### config.mk
export PLATFORM = sky130hd
export DESIGN_NAME = k_alu_seq
export DESIGN_NICKNAME = d
export VERILOG_FILES = /design/src/rtl/k_alu_seq.sv
export SDC_FILE = /design/constraint.sdc
export NUM_CORES = 1
export LEC_CHECK = 0
export ABC_AREA = 0
export BUFFER_PORTS_ARGS = -buffer_cell sky130_fd_sc_hd__buf_2
export CAP_MARGIN = 20
export CORE_ASPECT_RATIO = 0.75
export CORE_MARGIN = 10
export CORE_UTILIZATION = 30
export DETAILED_ROUTE_END_ITERATION = 10
export PLACE_DENSITY = 0.48
export SYNTH_ARGS = -nofsm -noshare
export SYNTH_HDL_FRONTEND = slang
export SYNTH_SLANG_ARGS = --single-unit
### constraint.sdc
create_clock -name clk -period 4.45 [get_ports clk]
set_clock_uncertainty 0.2 [all_clocks]
set_input_delay 0.445 -clock clk [delete_from_list [all_inputs] [get_ports clk]]
set_output_delay 0.445 -clock clk [all_outputs]
set_load 0.03 [all_outputs]
### src/rtl/k_alu_seq.sv
// k_alu_seq: registered execute unit behind a valid/ready handshake.
//
// Ops 0-15 and reserved ops 20-31 finish in one cycle. Ops 16-19 (unsigned
// MULL, MULH, DIV, REM) run WIDTH iterations of shift-add or restoring divide.
//
// Ports:
//   clk        rising-edge clock
//   rst        asynchronous active-high reset
//   in_valid   operands/op presented
//   in_ready   unit can accept (transfer on in_valid & in_ready)
//   a, b       operands, captured at accept
//   op         operation select
//   out_valid  res/zero valid
//   out_ready  consumer accepts (transfer on out_valid & out_ready)
//   res        result
//   zero       res == 0
//   busy       iterative operation in progress
module k_alu_seq #(
    parameter int unsigned WIDTH = 32,
    parameter int unsigned OP_W  = 5
) (
    input  logic             clk,
    input  logic             rst,
    input  logic             in_valid,
    output logic             in_ready,
    input  logic [WIDTH-1:0] a,
    input  logic [WIDTH-1:0] b,
    input  logic [OP_W-1:0]  op,
    output logic             out_valid,
    input  logic             out_ready,
    output logic [WIDTH-1:0] res,
    output logic             zero,
    output logic             busy
);

    localparam int unsigned SW = $clog2(WIDTH);

    localparam logic [OP_W-1:0] OpAdd  = OP_W'(0);
    localparam logic [OP_W-1:0] OpSub  = OP_W'(1);
    localparam logic [OP_W-1:0] OpSlt  = OP_W'(2);
    localparam logic [OP_W-1:0] OpSgt  = OP_W'(3);
    localparam logic [OP_W-1:0] OpAnd  = OP_W'(4);
    localparam logic [OP_W-1:0] OpOr   = OP_W'(5);
    localparam logic [OP_W-1:0] OpXor  = OP_W'(6);
    localparam logic [OP_W-1:0] OpNot  = OP_W'(7);
    localparam logic [OP_W-1:0] OpNor  = OP_W'(8);
    localparam logic [OP_W-1:0] OpLui  = OP_W'(9);
    localparam logic [OP_W-1:0] OpSll  = OP_W'(10);
    localparam logic [OP_W-1:0] OpSrl  = OP_W'(11);
    localparam logic [OP_W-1:0] OpSra  = OP_W'(12);
    localparam logic [OP_W-1:0] OpInc  = OP_W'(13);
    localparam logic [OP_W-1:0] OpDec  = OP_W'(14);
    localparam logic [OP_W-1:0] OpHam  = OP_W'(15);
    localparam logic [OP_W-1:0] OpMull = OP_W'(16);
    localparam logic [OP_W-1:0] OpRem  = OP_W'(19);

    typedef enum logic [1:0] {StIdle, StExec, StDone} state_e;

    state_e           r_state;
    state_e           w_state_nx;
    logic             r_rst_hold;
    logic [WIDTH-1:0] r_res;
    logic             r_zero;
    logic [WIDTH:0]   r_hi;     // MUL: upper partial product; DIV: partial remainder
    logic [WIDTH-1:0] r_lo;     // MUL: multiplier/low product; DIV: dividend/quotient
    logic [WIDTH-1:0] r_opnd;   // MUL: multiplicand; DIV: divisor
    logic [1:0]       r_mop;    // op[1:0] of the iterative op (bit1 = divide, bit0 = high half)
    logic [SW-1:0]    r_cnt;

    logic             w_accept;
    logic             w_is_multi;
    logic [SW-1:0]    w_sh;
    logic [WIDTH-1:0] w_x;
    logic [WIDTH-1:0] w_pop;
    logic [WIDTH-1:0] w_alu;
    logic [WIDTH:0]   w_sum;
    logic [WIDTH:0]   w_rem_sh;
    logic [WIDTH+1:0] w_diff;
    logic             w_ge;
    logic [WIDTH:0]   w_hi_nx;
    logic [WIDTH-1:0] w_lo_nx;
    logic [WIDTH-1:0] w_mres;

    // Blocks acceptance on the first edge after reset release.
    always_ff @(posedge clk or posedge rst) begin
        if (rst) begin
            r_rst_hold <= 1'b1;
        end else begin
            r_rst_hold <= 1'b0;
        end
    end

    assign in_ready   = ~r_rst_hold &
                        ((r_state == StIdle) | ((r_state == StDone) & out_ready));
    assign w_accept   = in_valid & in_ready;
    assign w_is_multi = (op >= OpMull) && (op <= OpRem);
    assign out_valid  = (r_state == StDone);
    assign busy       = (r_state == StExec);
    assign res        = r_res;
    assign zero       = r_zero;

    // ---------------- FSM ----------------
    always_ff @(posedge clk or posedge rst) begin
        if (rst) begin
            r_state <= StIdle;
        end else begin
            r_state <= w_state_nx;
        end
    end

    always_comb begin
        w_state_nx = r_state;
        case (r_state)
            StIdle: begin
                if (w_accept) begin
                    w_state_nx = w_is_multi ? StExec : StDone;
                end
            end
            StExec: begin
                if (r_cnt == '0) begin
                    w_state_nx = StDone;
                end
            end
            StDone: begin
                if (out_ready) begin
                    if (w_accept) begin
                        w_state_nx = w_is_multi ? StExec : StDone;
                    end else begin
                        w_state_nx = StIdle;
                    end
                end
            end
            default: w_state_nx = StIdle;
        endcase
    end

    // ---------------- one-cycle ALU ----------------
    assign w_sh = b[SW-1:0];
    assign w_x  = a ^ b;

    always_comb begin
        w_pop = '0;
        for (int i = 0; i < int'(WIDTH); i++) begin
            w_pop = w_pop + WIDTH'(w_x[i]);
        end
    end

    always_comb begin
        w_alu = '0;
        case (op)
            OpAdd:   w_alu = a + b;
            OpSub:   w_alu = a - b;
            OpSlt:   w_alu = WIDTH'($signed(a) < $signed(b));
            OpSgt:   w_alu = WIDTH'($signed(a) > $signed(b));
            OpAnd:   w_alu = a & b;
            OpOr:    w_alu = a | b;
            OpXor:   w_alu = w_x;
            OpNot:   w_alu = ~a;
            OpNor:   w_alu = ~(a | b);
            OpLui:   w_alu = b << (WIDTH / 2);
            OpSll:   w_alu = a << w_sh;
            OpSrl:   w_alu = a >> w_sh;
            OpSra:   w_alu = $unsigned($signed(a) >>> w_sh);
            OpInc:   w_alu = a + WIDTH'(4);
            OpDec:   w_alu = a - WIDTH'(4);
            OpHam:   w_alu = w_pop;
            default: w_alu = '0;
        endcase
    end

    // ---------------- iterative step ----------------
    always_comb begin
        w_sum    = r_hi + (r_lo[0] ? {1'b0, r_opnd} : '0);
        w_rem_sh = {r_hi[WIDTH-1:0], r_lo[WIDTH-1]};
        w_diff   = {1'b0, w_rem_sh} - {2'b00, r_opnd};
        w_ge     = ~w_diff[WIDTH+1];
        if (r_mop[1]) begin
            // Restoring divide; divisor 0 always subtracts, giving all-ones / a.
            w_hi_nx = w_ge ? w_diff[WIDTH:0] : w_rem_sh;
            w_lo_nx = {r_lo[WIDTH-2:0], w_ge};
        end else begin
            w_hi_nx = {1'b0, w_sum[WIDTH:1]};
            w_lo_nx = {w_sum[0], r_lo[WIDTH-1:1]};
        end
        w_mres = r_mop[0] ? w_hi_nx[WIDTH-1:0] : w_lo_nx;
    end

    // ---------------- datapath registers ----------------
    always_ff @(posedge clk or posedge rst) begin
        if (rst) begin
            r_res  <= '0;
            r_zero <= 1'b0;
            r_hi   <= '0;
            r_lo   <= '0;
            r_opnd <= '0;
            r_mop  <= '0;
            r_cnt  <= '0;
        end else if (w_accept) begin
            if (w_is_multi) begin
                r_mop  <= op[1:0];
                r_hi   <= '0;
                r_lo   <= op[1] ? a : b;
                r_opnd <= op[1] ? b : a;
                r_cnt  <= SW'(WIDTH - 1);
            end else begin
                r_res  <= w_alu;
                r_zero <= (w_alu == '0);
            end
        end else if (r_state == StExec) begin
            r_hi  <= w_hi_nx;
            r_lo  <= w_lo_nx;
            r_cnt <= r_cnt - SW'(1);
            if (r_cnt == '0) begin
                r_res  <= w_mres;
                r_zero <= (w_mres == '0);
            end
        end
    end

endmodule

# After elaboration in Yosys (flattened, before gate mapping)
# Cells that the tools add are included.
[totals]
output_inout_bits = 36
in_bits = 73
wordCells = 130
reg_bits = 140
[op_classes]
addsub = 38
n_reduce_logical = 12
shift = 3
n_lt_le_gt_ge = 4
bitwise = 11
eq_ne = 22
mux = 31
[ops]
columns = ["operator", "count"]
rows = [
  ["32-bit case mux with 16 select lines", 1],
  ["32-bit 2-to-1 mux", 12],
  ["33-bit 2-to-1 mux", 5],
  ["32-bit logical NOT", 2],
  ["32-bit NOT", 2],
  ["5-bit by 4-bit == test with 1-bit output (second input constant)", 8],
  ["33-bit by 32-bit subtractor with 34-bit output", 1],
  ["33-bit by 32-bit adder with 33-bit output", 1],
  ["31-bit by 1-bit adder with 32-bit output", 1],
  ["32-bit by 3-bit adder with 32-bit output (second input constant)", 1],
  ["32-bit adder", 1],
  ["32-bit bitwise AND", 1],
  ["32-bit greater-than comparator", 1],
  ["32-bit less-than comparator", 1],
  ["32-bit bitwise OR", 1],
  ["32-bit by 5-bit left shift with 32-bit output", 1],
  ["32-bit by 5-bit right shift with 32-bit output", 1],
  ["32-bit by 5-bit >>> shifter with 32-bit output", 1],
  ["32-bit by 3-bit subtractor with 32-bit output (second input constant)", 1],
  ["32-bit subtractor", 1],
  ["32-bit XOR", 1],
  ["30-bit by 1-bit adder with 31-bit output", 1],
  ["29-bit by 1-bit adder with 30-bit output", 1],
  ["28-bit by 1-bit adder with 29-bit output", 1],
  ["other kinds (50)", 73],
]

# Logic depth before layout (Yosys ltp)
# Gate-level depths: netlist of run 1.
[depth]
ltp_word = 36
mapped_depth = 30
ltp_nobuf = 27

# Worst setup path after synthesis of run 1
# OpenSTA, ideal clock, no wires.
[synth_path]
kind = "input -> register"
startpoint = "input b[0]"
endpoint = "register r_zero (netlist: zero)"
required_time_ns = 4.176
n_path_buf = 4
path_stages = 28
arrival_time_ns = 7.856
slack_ns = -3.680
setup_ns = 0.074
cell_sequence = "buf_2 inv_2 clkbuf_1 clkbuf_1 clkbuf_1 ha_1 fa_1 fa_1 inv_1 fa_1 inv_1 fa_1 fa_1 inv_1 fa_1 inv_1 ha_1 a211oi_1 o21ai_0 and3b_1 or4_1 nor3_1 nand4_1 nor4b_2 nand4_1 or4_1 o31a_1 o21ai_2"
[synth_between]
elab_chain_len = 36
elab_cells_between_ends = 46
cone_classes = "33 x add/sub; 2 x order compare; 3 x shift; 3 x mux; 4 x bitwise; 1 x reduce/logical"
[synth_rtl]
columns = ["item", "line", "text"]
rows = [
  ["from (decl)", "27", "input logic [WIDTH-1:0] b,"],
  ["32-bit XOR", "139", "assign w_x = a ^ b;"],
  ["1-bit by 1-bit adder with 2-bit output", "144", "w_pop = w_pop + WIDTH'(w_x[i]);"],
  ["2-bit by 1-bit adder with 3-bit output", "144", ""],
  ["3-bit by 1-bit adder with 4-bit output", "144", ""],
  ["4-bit by 1-bit adder with 5-bit output", "144", ""],
  ["5-bit by 1-bit adder with 6-bit output", "144", ""],
  ["6-bit by 1-bit adder with 7-bit output", "144", ""],
  ["7-bit by 1-bit adder with 8-bit output", "144", ""],
  ["[... 20 more ...]", "--", ""],
  ["28-bit by 1-bit adder with 29-bit output", "144", ""],
  ["29-bit by 1-bit adder with 30-bit output", "144", ""],
  ["30-bit by 1-bit adder with 31-bit output", "144", ""],
  ["31-bit by 1-bit adder with 32-bit output", "144", ""],
  ["32-bit case mux with 16 select lines *", "150", "case (op)"],
  ["32-bit logical NOT *", "207", "r_zero <= (w_alu == '0);"],
  ["1-bit 2-to-1 mux *", "199", "if (w_is_multi) begin"],
  ["1-bit 2-to-1 mux *", "198", "end else if (w_accept) begin"],
  ["to (signal assigned)", "207", ""],
  ["to (signal assigned)", "215", "r_zero <= (w_mres == '0);"],
  ["to (decl)", "63", "logic r_zero;"],
]
# Every way passes the cells marked *; elsewhere a longest branch is shown, timed or not. The select of a mux whose other input is x is not followed.
# A chain may end at the register's enable or synchronous reset.

# Final worst setup path of run 1
[layout_path]
startpoint = "input b[21]"
endpoint = "register r_res[3] (netlist: res[3])"
[layout_between]
elab_chain_len = 15
[layout_rtl]
columns = ["item", "line", "text"]
rows = [
  ["32-bit XOR", "139", ""],
  ["21-bit by 1-bit adder with 22-bit output", "144", ""],
  ["22-bit by 1-bit adder with 23-bit output", "144", ""],
  ["23-bit by 1-bit adder with 24-bit output", "144", ""],
  ["24-bit by 1-bit adder with 25-bit output", "144", ""],
  ["25-bit by 1-bit adder with 26-bit output", "144", ""],
  ["26-bit by 1-bit adder with 27-bit output", "144", ""],
  ["27-bit by 1-bit adder with 28-bit output", "144", ""],
  ["28-bit by 1-bit adder with 29-bit output", "144", ""],
  ["29-bit by 1-bit adder with 30-bit output", "144", ""],
  ["30-bit by 1-bit adder with 31-bit output", "144", ""],
  ["31-bit by 1-bit adder with 32-bit output", "144", ""],
  ["32-bit case mux with 16 select lines", "150", ""],
  ["32-bit 2-to-1 mux", "199", ""],
  ["32-bit 2-to-1 mux", "198", ""],
  ["to (signal assigned)", "206", "r_res <= w_alu;"],
  ["to (signal assigned)", "214", "r_res <= w_mres;"],
  ["to (decl)", "62", "logic [WIDTH-1:0] r_res;"],
]
# No other way between the ends. The select of a mux whose other input is x is not followed.

==> impl_metrics.toml, run 1 <==
[timing]
finalCriticalPeriod_ns = 7.006
fmax_mhz = 142.7
setup_slack_ns = -2.556
hold_viol = 0
timing.final.crit_share = 1.574
final_max_slew_viol_count = 0
worst_slew_margin_rel = 0.2475
setup_tns_ns = -11.61
rsz0062_at_grt = "true"
finalSetupViolCount = 7
worst_slew_pin_slew_ns = 1.120

[die]
die-area_sq_mm = 0.09605
rows = 91
core-area_sq_mm = 0.08278
die_h_microns = 270.9
die_x_microns = 354.6
io-pin-count = 109
start_util = 0.3042

[global_routing]
grt_pass1_vias = 29220
grtUsageTotal = 0.3051
grt_max_degree = 87
antenna_found_initial = 6
grt_first_pass_wirelength_mm = 217.0
grt_overflow = 0

[synth]
synth_nets = 3721
ys.flop_type = "dfrtp_1"
synthArstFlopShare = 1.000
synth-simple-area-share = 0.2115
synth_top_area_frac = 0.1381
yosysTopAreaCell = "dfrtp_1"
synthMuxAreaShare = 0.1226
synthesis.area_sq_mm = 0.02518
synth_xor_area_frac = 0.03269
ys_ff_latch = 140
synth_compound_area_frac = 0.3029
synth_warnings = 0
synth_edf_count = 0
ys_types = 99
yosysMostFrequentCell = "nand2_1"
syn_avg_cell_area_sq_um = 7.361
synth_top_family_by_area = "compound AO/OA/AOI/OAI gates"
synthAdderAreaFrac = 0.1214
syn_inst = 3421
ys_top_cells_by_area = "dfrtp_1, ha_1, nand2_1"
ys_top_cells_by_count = "nand2_1, nor2_1, a21oi_1, o21ai_0, ha_1"
yosysSeqAreaShare = 0.1392

[finish]
seqCellArea_sq_mm = 0.003510
fin_util = 0.4199
area_growth_pct = 38.01
nNetsFinal = 4530
drive_above_1_share = 0.3110
final_area_sq_mm = 0.03476
fillers = 8656
multi_input_area_sq_mm = 0.02050

[worst_setup_path]
end_kind = "flop"
cp_common_cell = "buf_6"
cp.required_ns = 4.62
arrival_ns = 7.17
cpMaxStageDelayCell = "fa_1"
reg2reg_depth = 15
slowest_delay_ns = 0.57
start_kind = "input pin"
timing.setup.critical_path_class = "input pin to flop"
crit_fanout = 2

[cts]
cts_buffer_depth = 3
clkTransAtPathRegs_ns = 0.06
cts_tree = "built"
insertion_delay_ns = 0.49
cts_sinks = 140
cts_buffers = 25
clockRootBuffer = "clkbuf_16"
cts_max_level = 4

[place]
dp_hpwl_mm = 126.8
io_buffers = 108
gp_congestion = 1.067
placed_area_sq_mm = 0.03326
pre_cts_slack_ns = -3.258

[power]
p_per_area_mw_per_mm2 = 538.0
power.total_mw = 18.70
power_frac_clock = 0.089
leakagePower_nw = 15.92
ir_worst_vdd_uv = 723.4
p_int_mw = 9.354
p_switching_mw = 9.343
power_frac_comb = 0.784
seqPwrFrac = 0.127
switching_share = 0.4997

[detailed_routing]
routed-via-count = 31700
wl_per_cell_microns = 28.74
drt_wl_total_mm = 153.9
firstDrtPassIters = 6
drc_errors = 0
drt-vias-per-instance = 5.920
drt_iter0_markers = 4511
antenna_left = 0

[run_status]
violations = "setup timing"
outcome = "finished, violations left"

[hold_path]
hold_path_class = "input pin to flop"
whs_path_depth = 3

[run]
max_cap_violations = 0
==> timing repair <==
item / 4_1_cts / 5_1_grt
endpoints found under the hold margin: 53 / 0
endpoints found under the setup margin: 15 / 25
setup buffers: 17 / 5
gates resized for setup: 114 / 64
pin swaps: 41 / 25
hold buffers: 1 / 0
==> power groups by stage <==
stage	registers (mW)	clock network [mW]	logic (mW)
detailed placement	2.37	0	13.4
CTS	2.36	1.68	14.1
global placement	2.37	0	13.4
floorplan	2.42	0	7.23
global route	2.44	1.74	15.8
finish	2.38	1.66	14.7
==> critical path, delay by kind of cell <==
kind            cells  cell delay (ns)
compound gates      4             0.46
fa+ha+maj           8             3.61
buf+inv            16             1.58
simple gates        3             1.05
==> placed cells by master, fill, tap and decap left out, types with 60 or more instances in the layout <==
cell type,n
buf_4,909
nand2_1,390
nor2_1,269
a21oi_1,265
o21ai_0,259
ha_1,179
inv_1,138
dfrtp_1,137
mux2i_1,125
buf_2,87
o211ai_1,80
nor3_1,74
xnor2_1,65
nand3_1,60
==> area by class of cell <==
cell class              instances  area share
diodes                          3   0.0002160
clock buffers                  31     0.01922
clock inverters                 1   0.0001440
inverters                     189     0.02138
multi-input cells            2834      0.5898
flip-flops and latches        140      0.1010
well taps                    1116     0.04018
repair buffers               1040      0.2281
==> flip-flops by register name, indices dropped and copies added (netlist names) <==
signal      cells
r_cnt           5
r_opnd         32
res            32
r_hi           33
r_rst_hold      1
r_mop           2
r_state         2
r_lo           32
zero            1
==> cell families after synthesis <==
kind of cell / count (synthesis)
AO/OA/AOI/OAI: 1157
XOR/XNOR: 94
adder cells (fa/ha/maj): 227
buffers and inverters: 447
flip-flops: 140
multiplexers: 234
other: 1
AND/OR/NAND/NOR: 1121
==> layer usage <==
layer	up-vias	global-route usage	share of wire
met5	-	0	0.0017
met4	8	0.06169	0.023
met3	201	0.1061	0.13
met2	1866	0.3917	0.37
met1	15320	0.4699	0.47
li1	14300	-	-
==> per-stage QoR <==
step / cells / hold slack [ns]
detailed placement: 5297 / 0.2575
global route: 5351 / 0.1035
floorplan: 3421 / 0.2621
CTS: 5346 / 0.08196
global placement: 5297 / 0.2523
finish: 5354 / 0.09443
==> worst paths after layout <==
path / start / endpoint / slack, ns
hold / removal: out_ready / r_state[1]$_DFFE_PP0P_ / 0.09
max in group asynchronous: rst / r_opnd[24]$_DFFE_PP0P_ / 2.73
setup / recovery: b[21] / res[3]$_DFFE_PP0P_ / -2.56
min in group asynchronous: rst / res[10]$_DFFE_PP0P_ / 0.36
hold reg to reg: res[14]$_DFFE_PP0P_ / res[14]$_DFFE_PP0P_ / 0.26
setup reg to reg: r_hi[0]$_DFFE_PP0P_ / zero$_DFFE_PP0P_ / -0.37
No activity file was read; power rests on OpenSTA's default activity.
==> inputs of run 2 (changes only) <==
--- a/config.mk
+++ b/config.mk
@@ -12,7 +12,6 @@
 export CORE_MARGIN = 10
 export CORE_UTILIZATION = 30
 export DETAILED_ROUTE_END_ITERATION = 10
-export PLACE_DENSITY = 0.48
 export SYNTH_ARGS = -nofsm -noshare
 export SYNTH_HDL_FRONTEND = slang
 export SYNTH_SLANG_ARGS = --single-unit
==> impl_metrics.toml, run 2 (synthesis gave the netlist of run 1 again) <==
[timing]
rsz0062_at_grt = "true"
finalSetupViolCount = 7
hold_viol = 0
finalCriticalPeriod_ns = 7.025
timing.final.crit_share = 1.579
setup_tns_ns = -10.85
worst_slew_pin_slew_ns = 1.182
fmax_mhz = 142.3
setup_slack_ns = -2.575
worst_slew_margin_rel = 0.2007
final_max_slew_viol_count = 0

[worst_setup_path]
slowest_delay_ns = 0.61
cp_common_cell = "fa_2"
timing.setup.critical_path_class = "input pin to flop"
cp.required_ns = 4.64
rrSetupSlack_ns = -0.20
arrival_ns = 7.22
crit_fanout = 2
cpMaxStageDelayCell = "fa_2"
start_kind = "input pin"
end_kind = "flop"

[global_routing]
grt_overflow = 0
grt_first_pass_wirelength_mm = 215.3
grt_max_degree = 90
grt_pass1_vias = 29030
antenna_found_initial = 14
grtUsageTotal = 0.3031

[die]
die-area_sq_mm = 0.09605
io-pin-count = 109
die_h_microns = 270.9
die_x_microns = 354.6
core-area_sq_mm = 0.08278
rows = 91
start_util = 0.3042

[finish]
drive_above_1_share = 0.3054
layout_common_cells = "buf_4, nand2_1, nor2_1, o21ai_0, a21oi_1"
area_growth_pct = 36.22
fin_cells = 5292
fillers = 8663
nNetsFinal = 4462
top_register = "r_hi"
layout_commonest_cell = "buf_4"
largest_register_ffs = 33

[power]
p_per_area_mw_per_mm2 = 530.6
power_frac_comb = 0.792
p_switching_mw = 9.343
seqPwrFrac = 0.129
leakagePower_nw = 15.61
power_frac_clock = 0.079
power.total_mw = 18.20
switching_share = 0.5133
ir_worst_vdd_uv = 559.2
p_int_mw = 8.858

[place]
gp_congestion = 1.038
dpl.cell_count = 5254
io_buffers = 108
dp_hpwl_mm = 125.4
pre_cts_slack_ns = -3.288

[hold_path]
hold_path_class = "input pin to flop"

[cts]
clockRootBuffer = "clkbuf_16"
insertion_delay_ns = 0.47
cts_sinks = 140
clkTransAtPathRegs_ns = 0.07
cts_max_level = 4
cts_buffers = 17
cts_tree = "built"
cts_buffer_depth = 2

[detailed_routing]
wl_per_cell_microns = 28.98
wirelength_met1_mm = 68.48
met2_length_mm = 57.41
drt-vias-per-instance = 6.039
drt_iter0_markers = 4729
dr.max_layer_used = "met5"
firstDrtPassIters = 9
drc_errors = 0
drt_wl_total_mm = 153.4
wl_met3_mm = 22.58
routed-via-count = 31960
antenna_left = 0

[run_status]
outcome = "finished, violations left"
violations = "setup timing"

[run]
max_cap_violations = 0
run 2: changes by cell type in the layout (fill, tap and decap cells not counted), sizes merged:
cell | previous run | this run
buf | 1038 | 978
clkbuf | 32 | 18
clkinv | 5 | 13
diode | 3 | 1
inv | 185 | 191
run 2: final cells by class:
| class | instances | area, sq um | area share |
|---|---|---|---|
| inverter | 189 | 755.7 | 0.02203 |
| sequential | 140 | 3510 | 0.1023 |
| clock inverter | 15 | 135.1 | 0.003939 |
| antenna | 1 | 2.502 | 0.00007295 |
| clock buffer | 17 | 425.4 | 0.01240 |
| multi-input combinational | 2834 | 20570 | 0.5998 |
| tap | 1116 | 1396 | 0.04071 |
| timing repair buffer | 980 | 7505 | 0.2188 |
run 2: power groups by stage:
stage	Sequential [mW]	Clock [mW]	Combinational (mW)
finish	2.35	1.43	14.4
global route	2.40	1.50	15.5
CTS	2.32	1.45	13.9
detailed placement	2.34	0	13.2
global placement	2.33	0	13.2
floorplan	2.42	0	7.23
run 2: worst paths after layout:
kind | startpoint | end | cells after the start
min reg2reg | res[26]$_DFFE_PP0P_ | res[26]$_DFFE_PP0P_ | 2
max reg2reg | r_opnd[25]$_DFFE_PP0P_ | zero$_DFFE_PP0P_ | 17
max | b[23] | zero$_DFFE_PP0P_ | 27
max in group asynchronous | rst | r_opnd[24]$_DFFE_PP0P_ | 4
min | out_ready | r_state[1]$_DFFE_PP0P_ | 3
min in group asynchronous | rst | r_lo[7]$_DFFE_PP0P_ | 3
run 2: through the flow:
step	instance area [sq um]	hold slack, ns	utilization
2_1_floorplan	25370	0.2621	-
3_3_place_gp	32980	0.2476	0.3985
3_5_place_dp	33000	0.2502	0.3986
4_1_cts	34040	0.09721	0.4112
5_1_grt	34300	0.1255	0.4144
6_report	34300	0.1189	0.4144
run 2: repair_timing:
item	CTS	global route
setup endpoints to repair	17	25
pin swaps	27	29
resized for setup	128	66
hold buffers	1	0
endpoints found under the hold margin	9	0
setup buffers	4	3
run 2: routing by layer:
metal  up-vias  global-route usage
met5         -            0.005635
met4        18             0.07791
met3       284              0.1181
met2      2080              0.3952
met1     15410              0.4479
li1      14170                   -
run 2: critical path, delay by kind of cell:
kind | cells | cell delay [ns]
buf+inv | 7 | 0.56
xor+xnor | 1 | 0.13
simple gates | 4 | 1.02
fa+ha+maj | 9 | 4.11
compound gates | 6 | 0.96
